$ cat config.mk
export PLATFORM = sky130hd
export DESIGN_NAME = mux_n_1_arb
export DESIGN_NICKNAME = d
export VERILOG_FILES = /design/src/rtl/mux_n_1_arb.sv
export SDC_FILE = /design/constraint.sdc
export NUM_CORES = 1
export LEC_CHECK = 0
export BUFFER_PORTS_ARGS = -buffer_cell sky130_fd_sc_hd__buf_2
export CORE_MARGIN = 2
export CORE_UTILIZATION = 29
export CTS_BUF_LIST = sky130_fd_sc_hd__clkbuf_8
export CTS_CLUSTER_SIZE = 14
export DETAILED_ROUTE_END_ITERATION = 10
export PLACE_DENSITY = 0.62
export SLEW_MARGIN = 20
export SYNTH_ARGS = -nofsm -noshare
export SYNTH_HDL_FRONTEND = slang
export SYNTH_SLANG_ARGS = --single-unit
$ cat constraint.sdc
create_clock -name clk -period 5.77 [get_ports clk]
set_input_delay 1.731 -clock clk [delete_from_list [all_inputs] [get_ports clk]]
set_output_delay 1.731 -clock clk [all_outputs]
set_load 0.1 [all_outputs]
$ cat src/rtl/mux_n_1_arb.sv
// mux_n_1_arb: N-channel registered stream mux with valid/ready handshakes,
// offering a fixed select mode and a round-robin arbitration mode.
module mux_n_1_arb #(
  parameter int WIDTH = 32,
  parameter int N     = 4,
  parameter int SEL_W = 2
) (
  input  logic               clk,
  input  logic               rst_n,
  input  logic               mode_i,
  input  logic [SEL_W-1:0]   sel_i,
  input  logic [N*WIDTH-1:0] in_data_i,
  input  logic [N-1:0]       in_valid_i,
  output logic [N-1:0]       in_ready_o,
  output logic [WIDTH-1:0]   out_data_o,
  output logic [SEL_W-1:0]   out_src_o,
  output logic               out_valid_o,
  input  logic               out_ready_i
);
  localparam int NP = 2 ** SEL_W;
  typedef enum logic {EMPTY, FULL} state_t;
  state_t             state_q, state_d;
  logic [WIDTH-1:0]   data_q, data_d;
  logic [SEL_W-1:0]   src_q, src_d, rr_q, rr_d, rr_g, idx, g;
  logic [NP-1:0]      v_pad;
  logic               can_accept, rr_hit, fx_hit, hit;
  // Padding lets an out-of-range sel index safely; the range test rejects it.
  assign v_pad      = NP'(in_valid_i);
  assign can_accept = rst_n & ((state_q == EMPTY) | (out_ready_i & out_valid_o));
  always_comb begin
    rr_hit = 1'b0;
    rr_g   = '0;
    idx    = '0;
    for (int k = N; k >= 1; k--) begin
      idx = SEL_W'((int'(rr_q) + k) % N);
      if (v_pad[idx]) begin
        rr_hit = 1'b1;
        rr_g   = idx;
      end
    end
  end
  assign fx_hit     = (int'(sel_i) < N) & v_pad[sel_i];
  assign hit        = can_accept & (mode_i ? rr_hit : fx_hit);
  assign g          = mode_i ? rr_g : sel_i;
  assign in_ready_o = hit ? N'(1) << g : '0;
  always_comb begin
    state_d = hit ? FULL : (out_ready_i & out_valid_o) ? EMPTY : state_q;
    data_d  = hit ? in_data_i[int'(g)*WIDTH +: WIDTH] : data_q;
    src_d   = hit ? g : src_q;
    rr_d    = (hit & mode_i) ? g : rr_q;
  end
  always_ff @(posedge clk or negedge rst_n) begin
    if (!rst_n) begin
      state_q <= EMPTY;
      data_q  <= '0;
      src_q   <= '0;
      rr_q    <= SEL_W'(N - 1);
    end else begin
      state_q <= state_d;
      data_q  <= data_d;
      src_q   <= src_d;
      rr_q    <= rr_d;
    end
  end
  assign out_valid_o = (state_q == FULL);
  assign out_data_o  = data_q;
  assign out_src_o   = src_q;
endmodule

==> impl_metrics.ini <==
[outcome]
status = complete, no violations

[place]
detailed_place.area_um2 = 3480
hpwlAfterDp_um = 6110
routabilityCongestion = 0.791
port_buffers = 176

[floorplan]
chipHeight_um = 96.8
die_outline_area_um2 = 9380
die_w_um = 96.8
core.rowCount = 33
boundaryPins = 177
initial_util_pct = 30.1
area_inside_the_core_boundary_um2 = 8300

[clock_tree]
max_clock_buf_depth = 2
cts_htree_levels = 2
clock_latency_ns = 0.28
holdBufCountCts = 0
cts.sink_count = 37
cts_buffers = 5
cts_tree = done
cts_root_buffer = clkbuf_8
cts_repair_resize_count = 0
cts.reportedPaths.clkPinSlew_ns = 0.07
postcts_setup_bufs = 0

[min_path]
hold_class = reg -> reg

[yosys]
number_of_flops_mapped_to_enable_cells_by_yosys = 0
synth.avg_cell_area_um2 = 7.51
ys_async_sr_fraction_pct = 100
synth_warnings = 0
synthFlopType = dfrtp_1
synth.ff_latch_count = 37
synthDistinctLibCells = 32
syn-instance-count = 333
number_of_nets_produced_by_synthesis = 471
netlist_area_um2 = 2500
synth_sequential_area_ratio_pct = 37.1

[layout]
drive_gt1_share_pct = 40.0
synthToLayoutAreaGrowth_pct = 42.4
utilization_of_the_core_after_routing_pct = 42.9
final_design_area_no_fill_um2 = 3560
fillers = 865
number_of_antenna_diodes = 0
layout.nets = 632

[power]
ir_worst_vdd_mv = 0.266
power.static_leakage_nw = 1.95
p_per_area_nw_per_um2 = 486

[grt]
grt_first_pass_wirelength_um = 14000
first_global_vias = 2927
grt.overflow.total = 0
largest_net_degree_at_the_start_of_global_routing = 65
grt_usage_pct = 17.6
initial_antenna_violation_count = 0

[sta]
max-slew-margin-rel_pct = 37.7
timing_worst_slew_pin_value_ns = 0.934
totalNegativeSetupSlack_ns = 0
number_of_failing_hold_endpoints_at_the_final_stage = 0
rsz_0062_raised_after_global_routing = no
finClkSkew_ns = 0.00789
finalWorstPathRequiredPeriod_ns = 5.38
max_freq_mhz = 186
layout_worst_path_cycle_share_pct = 93.2
final_max_slew_viol_count = 0
timing.final.setup_violations = 0

[critical_path]
critPathCaptureType = output pin
worstSetupStartpointType = input port
critPathArrivalTime_ns = 3.65
path_class = in -> out
worst_path_largest_cell_delay_ns = 0.56
critical_path.max_fanout = 22
timing.critical_path.slowest_stage_cell = a31o_1
critical_path.cell_chain = buf_2 -> a2111oi_0 -> a41oi_1 -> a31o_1 -> nor3_2 -> buf_12
crit_required_ns = 4.04
critical-path-top-delay-family = compound AO/OA/AOI/OAI gates
critPathBufInv = 2

[detailed_routing]
detail_route.first_pass.iterations = 4
remaining_drc_errors = 0
avgViaCountPerCell = 5.04
drt-wirelength-per-cell_um = 13.7
ant_nets = 0
1st_iter_drt_viols = 96
vias = 3025
finalWirelength_um = 8240

[job]
max_cap_violations = 0
## cell type report
type	count	area [um^2]	area share, %
inverters	4	15.0	0.422
multi-input cells	263	1410	39.7
repair buffers	183	993	27.9
clock inverters	3	11.3	0.316
flip-flops and latches	37	928	26.1
well taps	105	131	3.69
clock buffers	5	68.8	1.93
## layout by cell type, fill, tap and decap left out, types with 4 or more instances in the layout
cell type and count:
buf_2 172, buf_4 7, dfrtp_1 35, a31oi_1 32
nand2_1 134, buf_12 4, a41o_1 32, clkbuf_8 5
nor2_1 37, inv_1 7
## per-layer routing
| metal | track usage, % | vias up | routed length (um) |
|---|---|---|---|
| li1 | - | 1487 | - |
| met5 | 0 | - | 0 |
| met1 | 21.6 | 1392 | 3520 |
| met4 | 4.12 | 0 | 83 |
| met2 | 30.7 | 139 | 3980 |
| met3 | 4.84 | 7 | 658 |
## where the power goes
| part | total (mW) | switching (mW) | leakage (nW) | internal [mW] |
|---|---|---|---|---|
| sequential | 0.411 | 0.0572 | 0.410 | 0.353 |
| combinational | 1.15 | 0.911 | 1.49 | 0.243 |
| clock | 0.166 | 0.0857 | 0.0519 | 0.0805 |
| total | 1.73 | 1.05 | 1.95 | 0.677 |
## cell usage after synthesis, drive strengths merged, types with 2 or more instances
cell | count | area share (%)
a31oi | 32 | 8.0
nand2b | 2 | 0.50
inv | 4 | 0.60
clkbuf | 3 | 0.45
nor2b | 3 | 0.75
dfrtp | 35 | 35
a41o | 32 | 13
buf | 26 | 6.7
nand2 | 134 | 20
nor2 | 39 | 6.2
a21oi | 2 | 0.40
dfstp | 2 | 2.1
o21ai | 4 | 0.80
a311oi | 2 | 0.95
a21o | 2 | 0.60
## metrics by stage
step / power, mW / worst slack [ns] / instances / hold slack, ns
2_1_floorplan: 1.36 / 0.131 / 333 / 0.479
3_3_place_gp: 1.56 / 0.486 / 592 / 0.478
3_5_place_dp: 1.57 / 0.439 / 592 / 0.475
4_1_cts: 1.74 / 0.436 / 600 / 0.493
5_1_grt: 1.83 / 0.119 / 600 / 0.534
6_report: 1.73 / 0.393 / 600 / 0.489
## flip-flops by register name (all words and copies together) (netlist names)
name	flops
out_data_o	32
out_src_o	2
out_valid_o	1
rr_q	2
## logic make-up (layout without fill, tap and decap cells)
kind of cell | count (synthesis) | in the layout | synth area share [%]
and+or+nand+nor | 181 | 181 | 28.3
DFF | 37 | 37 | 37.1
buffers and inverters | 33 | 195 | 7.71
muxes | 1 | 1 | 0.901
AOI/OAI and AO/OA | 81 | 81 | 26.0
## final timing paths
path / start / end / slack, ns / cells past startpoint
max: in_valid_i[0] / in_ready_o[3] / 0.39 / 6
min: out_src_o[0] / out_src_o[0] / 0.49 / 1
max reg2reg: rr_q[0] / out_data_o[6] / 2.59 / 7
min reg2reg: out_src_o[0] / out_src_o[0] / 0.49 / 1
max in group asynchronous: rst_n / rr_q[0] / 3.89 / 2
min in group asynchronous: rst_n / out_src_o[0] / 1.51 / 2
Note: power is estimated with default switching activity, not from simulation.
